==> src/rtl/fsk_sequencer.sv <==
// FSK byte sequencer on the PIC expansion bus.
// Frames each held byte (start, 8 data LSB-first, stop) and drives the DDS tone step and enable.
module fsk_sequencer #(
  parameter logic [6:0]  BASE_ADDR = 7'h79,
  parameter int unsigned PRESCALE  = 16
) (
  input  logic       clk,
  input  logic       reset,
  output logic [7:0] expdin,
  input  logic [7:0] expdout,
  input  logic [6:0] expaddr,
  input  logic       expread,
  input  logic       expwrite,
  output logic [7:0] ddsstep_out,
  output logic       dds_en,
  output logic       busy,
  output logic       txdone
);

  localparam int unsigned   PW      = (PRESCALE > 2) ? $clog2(PRESCALE) : 1;
  localparam logic [PW-1:0] PRE_MAX = PW'(PRESCALE - 1);

  localparam logic [1:0] S_IDLE  = 2'd0;
  localparam logic [1:0] S_START = 2'd1;
  localparam logic [1:0] S_DATA  = 2'd2;
  localparam logic [1:0] S_STOP  = 2'd3;

  logic [1:0]    r_state;
  logic          r_en;
  logic          r_idlecar;
  logic [7:0]    r_mark;
  logic [7:0]    r_space;
  logic [7:0]    r_baud;
  logic [7:0]    r_hold;
  logic          r_hfull;
  logic          r_ovr;
  logic [7:0]    r_shift;
  logic [2:0]    r_bitcnt;
  logic [PW-1:0] r_pre;
  logic [7:0]    r_bcnt;
  logic [7:0]    r_step;
  logic          r_dds_en;
  logic          r_txdone;

  logic [1:0]    w_state_nxt;
  logic          w_load;
  logic          w_done;
  logic [7:0]    w_tone;
  logic [6:0]    w_off;
  logic          w_sel;
  logic          w_wr;
  logic          w_rd;
  logic          w_wr_data;
  logic          w_rd_stat;
  logic          w_tick;
  logic          w_bit_end;

  // Address decode: offset relative to the register window.
  assign w_off     = 7'(expaddr - BASE_ADDR);
  assign w_sel     = (w_off < 7'd5);
  assign w_wr      = expwrite & w_sel;
  assign w_rd      = expread & w_sel;
  assign w_wr_data = w_wr & (w_off == 7'd4);
  assign w_rd_stat = w_rd & (w_off == 7'd4);

  // Bit ends on a prescale tick once the baud count has reached BAUD (>= tolerates BAUD shrinking).
  assign w_tick    = (r_pre == PRE_MAX);
  assign w_bit_end = w_tick & (r_bcnt >= r_baud);

  assign busy        = (r_state != S_IDLE);
  assign ddsstep_out = r_step;
  assign dds_en      = r_dds_en;
  assign txdone      = r_txdone;

  always_ff @(posedge clk or posedge reset) begin
    if (reset) r_state <= S_IDLE;
    else       r_state <= w_state_nxt;
  end

  always_comb begin
    w_state_nxt = r_state;
    w_load      = 1'b0;
    w_done      = 1'b0;
    w_tone      = 8'h00;
    case (r_state)
      S_IDLE: begin
        w_tone = (r_en & r_idlecar) ? r_mark : 8'h00;
        if (r_en && r_hfull) begin
          w_load      = 1'b1;
          w_state_nxt = S_START;
        end
      end
      S_START: begin
        w_tone = r_space;
        if (w_bit_end) w_state_nxt = S_DATA;
      end
      S_DATA: begin
        w_tone = r_shift[0] ? r_mark : r_space;
        if (w_bit_end && (r_bitcnt == 3'd7)) w_state_nxt = S_STOP;
      end
      default: begin
        w_tone = r_mark;
        if (w_bit_end) begin
          w_done = 1'b1;
          if (r_en && r_hfull) begin
            w_load      = 1'b1;
            w_state_nxt = S_START;
          end else begin
            w_state_nxt = S_IDLE;
          end
        end
      end
    endcase
    // Dropping EN abandons the frame without a txdone and leaves the holding register alone.
    if (!r_en) begin
      w_state_nxt = S_IDLE;
      w_load      = 1'b0;
      w_done      = 1'b0;
    end
  end

  always_ff @(posedge clk or posedge reset) begin
    if (reset) begin
      r_en      <= 1'b0;
      r_idlecar <= 1'b0;
      r_mark    <= 8'h00;
      r_space   <= 8'h00;
      r_baud    <= 8'h00;
    end else if (w_wr) begin
      case (w_off)
        7'd0:    {r_idlecar, r_en} <= expdout[1:0];
        7'd1:    r_mark  <= expdout;
        7'd2:    r_space <= expdout;
        7'd3:    r_baud  <= expdout;
        default: ;
      endcase
    end
  end

  // Holding register: a load on the same edge as a data write frees the slot for that write.
  always_ff @(posedge clk or posedge reset) begin
    if (reset) begin
      r_hold  <= 8'h00;
      r_hfull <= 1'b0;
      r_ovr   <= 1'b0;
      r_shift <= 8'h00;
    end else begin
      if (w_rd_stat) r_ovr <= 1'b0;
      if (w_load) begin
        r_shift <= r_hold;
        r_hfull <= w_wr_data;
        if (w_wr_data) r_hold <= expdout;
      end else begin
        if (r_state == S_DATA && w_bit_end) r_shift <= {1'b0, r_shift[7:1]};
        if (w_wr_data) begin
          if (r_hfull) begin
            r_ovr <= 1'b1;
          end else begin
            r_hold  <= expdout;
            r_hfull <= 1'b1;
          end
        end
      end
    end
  end

  always_ff @(posedge clk or posedge reset) begin
    if (reset) begin
      r_pre    <= '0;
      r_bcnt   <= 8'h00;
      r_bitcnt <= 3'd0;
    end else begin
      if (w_load || !r_en || (r_state == S_IDLE) || w_bit_end) begin
        r_pre  <= '0;
        r_bcnt <= 8'h00;
      end else if (w_tick) begin
        r_pre  <= '0;
        r_bcnt <= 8'(r_bcnt + 8'd1);
      end else begin
        r_pre  <= PW'(r_pre + 1'b1);
      end
      if (w_load || (r_state == S_START)) r_bitcnt <= 3'd0;
      else if (r_state == S_DATA && w_bit_end) r_bitcnt <= 3'(r_bitcnt + 3'd1);
    end
  end

  // DDS outputs lag the state by one clock.
  always_ff @(posedge clk or posedge reset) begin
    if (reset) begin
      r_step   <= 8'h00;
      r_dds_en <= 1'b0;
      r_txdone <= 1'b0;
    end else begin
      r_step   <= w_tone;
      r_dds_en <= r_en & (r_idlecar | (r_state != S_IDLE));
      r_txdone <= w_done;
    end
  end

  always_comb begin
    expdin = 8'h00;
    if (w_rd) begin
      case (w_off)
        7'd0:    expdin = {6'b0, r_idlecar, r_en};
        7'd1:    expdin = r_mark;
        7'd2:    expdin = r_space;
        7'd3:    expdin = r_baud;
        7'd4:    expdin = {5'b0, r_ovr, r_hfull, busy};
        default: expdin = 8'h00;
      endcase
    end
  end

endmodule

==> config.mk <==
export PLATFORM = sky130hd
export DESIGN_NAME = fsk_sequencer
export DESIGN_NICKNAME = d
export VERILOG_FILES = /design/src/rtl/fsk_sequencer.sv
export SDC_FILE = /design/constraint.sdc
export NUM_CORES = 1
export LEC_CHECK = 0
export ABC_AREA = 0
export BUFFER_PORTS_ARGS = -buffer_cell sky130_fd_sc_hd__buf_2
export CAP_MARGIN = 5
export CORE_UTILIZATION = 59
export DETAILED_ROUTE_END_ITERATION = 7
export PLACE_DENSITY = 0.8
export SYNTH_ARGS = -nofsm -noshare
export SYNTH_HDL_FRONTEND = slang
export SYNTH_SLANG_ARGS = --single-unit
==> constraint.sdc <==
create_clock -name clk -period 2.7 [get_ports clk]
set_clock_uncertainty 0.1 [all_clocks]
set_input_delay 0 -clock clk [delete_from_list [all_inputs] [get_ports clk]]
set_output_delay 0 -clock clk [all_outputs]
set_load 0.005 [all_outputs]
* After elaboration in Yosys (flattened, before gate mapping)
Index checks and enable logic that the tools add are counted.
** Word-level totals
- Word-level logic and storage cells :: 103
- Input port bits :: 19
- Flip-flop bits (word level) :: 71
** Cells by class
- Bitwise gates (word level) :: 8
- Order comparisons :: 2
- Mux-type cells :: 37
- Add/subtract/negate cells :: 4
- Equal/unequal tests :: 13
- Reductions and logical operators :: 23
** Operators with widths (count)
- $mux 8 :: 11
- $pmux 8 s5 :: 1
- $pmux 8 s3 :: 1
- $eq 7x2->1 const B :: 2
- $mux 1 :: 13
- $mux 2 :: 5
- $reduce_and 2->1 :: 5
- $reduce_bool 2->1 :: 5
- $ne 3x3->1 const B :: 3
- $add 8x1->8 const B :: 1
- $ge 8x8->1 :: 1
- $mux 4 :: 2
- $and 1x1->1 :: 7
- $eq 7x1->1 const B :: 1
- $eq 7x3->1 const B :: 1
- $logic_not 7->1 :: 1
- $lt 7x3->1 const B :: 1
- $sub 7x7->7 const B :: 1
- $mux 3 :: 2
- $pmux 2 s3 :: 1
- $add 4x1->4 const B :: 1
- $eq 4x4->1 const B :: 1
- $logic_or 1x1->1 :: 4
- $ne 4x1->1 const B :: 1
- other kinds (13) :: 15

* Depth between registers and ports, before layout
- Depth in word-level cells :: 9
- Depth in mapped cells :: 10

* Worst setup path after synthesis
OpenSTA, ideal clock, no wires.
- Path type :: register to register
- Start :: register r_bcnt[0]
- End :: register r_hold[0]
- Setup time :: 0.125 ns
- Slack :: 0.307 ns
- Arrival time :: 2.168 ns
- Clock period less this slack :: 2.393 ns
- Stages on the path, launching flop included :: 9
- Buffers on the path :: 0
- Required time :: 2.475 ns
- Cell sequence :: dfrtp_1 > inv_1 > ha_1 > nand2b_1 > a21oi_1 > o21ai_0 > a21oi_1 > a2111oi_4 > mux2_2
** Between the ends
- Longest elaborated chain between the ends :: 7
- Elaborated cells on any way between the ends :: 8
- Those cells by class :: 1 x order compare; 1 x eq/ne; 4 x mux; 1 x bitwise; 1 x reduce/logical
** RTL lines
- start: declaration :: RTL line 40 : logic [7:0] r_bcnt;
- start signal: assignment :: RTL line 178 : r_bcnt <= 8'(r_bcnt + 8'd1);
- $ge 8x8->1 (*) :: RTL line 68 : assign w_bit_end = w_tick & (r_bcnt >= r_baud);
- $and 1x1->1 (*) :: RTL line 68
- $mux 1 (*) :: RTL line 103 : if (w_bit_end) begin
- $pmux 1 s2 (*) :: RTL line 85 : case (r_state)
- $mux 1 (*) :: RTL line 115 : if (!r_en) begin
- $ne 2x1->1 (no source line)
- $reduce_and 2->1 (no source line)
- end signal: assignment :: RTL line 152 : if (w_wr_data) r_hold <= expdout;
- end signal: assignment :: RTL line 159 : r_hold <= expdout;
- end: declaration :: RTL line 34 : logic [7:0] r_hold;
Every way passes the cells marked *; elsewhere a longest branch is shown, timed or not.
A chain may end at the register's enable or synchronous reset.

* Final worst setup path
- Start :: register r_baud[6]
- End :: register r_hold[0]
** Between the ends
- Longest elaborated chain between the ends :: 7
- Elaborated cells on any way between the ends :: 8
- Those cells by class :: 1 x order compare; 1 x eq/ne; 4 x mux; 1 x bitwise; 1 x reduce/logical
** RTL lines
- start: declaration :: RTL line 33 : logic [7:0] r_baud;
- start signal: assignment :: RTL line 134 : 7'd3: r_baud <= expdout;
- $ge 8x8->1 (*) :: RTL line 68
- $and 1x1->1 (*) :: RTL line 68
- $mux 1 (*) :: RTL line 103
- $pmux 1 s2 (*) :: RTL line 85
- $mux 1 (*) :: RTL line 115
- $ne 2x1->1 (no source line)
- $reduce_and 2->1 (no source line)
Marks and branches as above.

==> flow_summary.json <==
{
  "cp.depth": 10,
  "async_flop_share": 1.00,
  "avgSynthCellArea_um2": 11.4,
  "antenna_left": 0,
  "status": "finished clean",
  "critPathMaxFanout": 14,
  "antenna_found_initial": 0,
  "power.leakage_nw": 2.15,
  "drv_slew": 0,
  "whs_path_depth": 6,
  "track_usage": 0.264,
  "vdd_drop_max_mv": 0.353,
  "antenna_cells": 0,
  "fin_cells": 486,
  "synth-main-ff-cell": "dfrtp_1",
  "use_met1": 0.343,
  "yosysWarnings": 0,
  "critPathCaptureType": "flop",
  "min_period_over_period": 0.942,
  "hp-class": "input port to flop",
  "first_iter_violations": 169,
  "crit-reg2reg-launch": "r_baud[6]",
  "rows": 29,
  "cts_inserted_buffers": 9,
  "crit_family": "compound AO/OA/AOI/OAI gates",
  "synth-seq-area-share": 0.461,
  "clk_latency_ns": 0.35,
  "grt_pass1_vias": 2912,
  "hold_violations": 0,
  "top_usage_layer": "met2",
  "die_x_um": 82.8,
  "cts_max_level": 3,
  "routed_via_density": 6.00,
  "hp-start": "expaddr[6]",
  "critPathLaunchType": "flop",
  "io_pins": 38,
  "synthToLayoutAreaGrowth_pct": 17.4,
  "whs_ns": 0.151,
  "layout-drive-gt1-share": 0.308,
  "cp.required_ns": 2.84,
  "synthCells": 338,
  "start_util": 0.610,
  "finalPower_w": 0.00211,
  "tightest_slew_ns": 0.828,
  "dr.pass1.iters": 4,
  "final_cell_mix": "dfrtp_1 (71), buf_2 (37), mux2_2 (26)",
  "crit_path_max_incr_delay_ns": 0.38,
  "drcViolationCount": 0,
  "path_cells": "inv_1, ha_1, and3_1, a221oi_2, nor2b_1, a21oi_1, buf_4, a2111oi_4, buf_6, mux2_2",
  "rr_worst_depth": 10,
  "cts_tree": "yes",
  "core_area_um2": 6310,
  "finalSetupTns_ns": 0,
  "dp.cells": 457,
  "rsz0062_at_grt": "no",
  "syn_area_um2": 3850,
  "die_h_um": 82.8,
  "max_freq_ghz": 0.393,
  "maxSlewHeadroom": 0.447,
  "synth_nets": 378,
  "cp_num_buf_inv": 3,
  "finalSetupViolCount": 0,
  "powerDensity_nw_per_um2": 466,
  "worstPathArrival_ns": 2.68,
  "clock_sinks": 71,
  "period_minus_slack_ns": 2.54,
  "reg2reg_slack_ns": 0.16,
  "fin_area_um2": 4530,
  "yosys.area.top_type": "dfrtp_1",
  "critical_path.startpoint": "r_baud[6]",
  "totalWireLength_um": 8430,
  "vias": 2916,
  "final_common_cell": "dfrtp_1",
  "drv_cap": 0,
  "synth_edf_count": 0,
  "dp_hpwl_um": 6040,
  "use_met2": 0.431,
  "cts_root_buf": "clkbuf_8",
  "grt_overflow": 0,
  "grt_pass1_wl_um": 14100,
  "die_area_um2": 6860,
  "final_nets": 444,
  "grt.met3_usage": 0.0517,
  "synth_top_area_share": 0.461,
  "crit_type": "flop to flop",
  "clock_path_buffers": 2,
  "hold_path_end": "r_ovr",
  "gp_congestion": 0.798,
  "synthTopCellsByArea": "dfrtp_1 (46%), mux2_2 (7.6%), ha_1 (6.8%)",
  "placedInstanceArea_um2": 4180,
  "synth_seq_cells": 71,
  "synthDistinctLibCells": 57,
  "port_buffers": 37,
  "r2r-end": "r_hold[0]",
  "wl_per_cell_um": 17.3,
  "path_clk_slew_ns": 0.08,
  "grt_max_degree": 41,
  "crit_path_top_delay_cell": "dfrtp_1"
}
## cell families (layout without fill, tap and decap cells)
family          Yosys count  count (layout)  share of synthesized area
flops                    71              71                      0.461
simple gates             92              92                      0.137
fa+ha+maj                21              21                     0.0682
mux                      37              37                      0.115
xor+xnor                 10              10                     0.0227
compound gates           73              73                      0.154
buf+inv                  34             105                     0.0425
## how the worst max path moves through the flow
stage	endpoint
final	r_hold[0]
after global routing	r_hold[7]
after CTS	r_hold[0]
after detailed placement	r_hold[0]
after global placement	r_hold[3]
after floorplan	r_hold[0]
## layer usage
layer / share of wire / wire length [um]
met3: 0.056 / 471
met1: 0.43 / 3610
met5: 0 / 0
met4: 0.015 / 125
met2: 0.50 / 4230
## through the flow
stage	util	setup WS, ns
global placement	0.663	0.193
global route	0.717	0.0370
CTS	0.712	0.112
finish	0.717	0.157
floorplan	-	0.307
detailed placement	0.663	0.133
## Yosys cell counts (2+ instances only)
library cell	count
nor4_1	2
a221o_1	7
nand2b_1	4
xor2_1	6
o21bai_1	2
a32oi_1	2
buf_6	3
a22o_1	9
a21oi_1	16
mux2i_1	3
nor2b_1	5
o21ai_0	4
xnor2_1	4
buf_2	3
and2_1	3
nand4_1	2
nor3_1	12
o21a_1	2
clkbuf_1	2
a32o_1	2
mux2_4	8
ha_1	21
or2_2	2
and4_1	2
a31oi_1	2
nand3_1	6
dfrtp_1	71
nor3b_4	3
nor2_1	16
inv_1	25
a221oi_1	3
and3_1	6
o21ai_2	2
mux2_2	26
a22oi_1	9
and2b_1	2
nand2_1	21
## worst register-to-register path: cells and delay by family, from the launching register on
family | cells | cell delay [ns]
AO/OA/AOI/OAI | 3 | 0.48
buffers and inverters | 3 | 0.45
AND/OR/NAND/NOR | 2 | 0.36
multiplexers | 1 | 0.34
adder cells (fa/ha/maj) | 1 | 0.30
flip-flops | 1 | 0.38
## timing repair
item                                    4_1_cts  5_1_grt
hold buffers                                 11        0
gates resized for setup                       0        5
endpoints found under the hold margin        74        0
endpoints found under the setup margin        0       19
setup buffers                                 0        2
## layout make-up
type	count	area, um^2
Clock buffer	9	124
Clock inverter	7	78.8
Fill cell	457	1790
Inverter	25	93.8
Multi-Input combinational cell	233	1920
Sequential cell	71	1780
Tap cell	77	96.3
Timing Repair Buffer	64	432
## report_power, final
group | internal (W) | leakage, nW | switching, W
clock | 0.000436 | 0.0929 | 0.000442
sequential | 0.00108 | 0.986 | 0.0000127
combinational | 0.0000570 | 1.07 | 0.0000852
## state kept, by name, indices dropped and copies added, names as in the netlist, 2 cells and up
register     count
r_shift          8
r_hold           8
r_pre            4
r_mark           8
r_baud           8
r_bitcnt         3
r_state          2
ddsstep_out      8
r_space          8
r_bcnt           8
(Power assumes the default switching activity.)
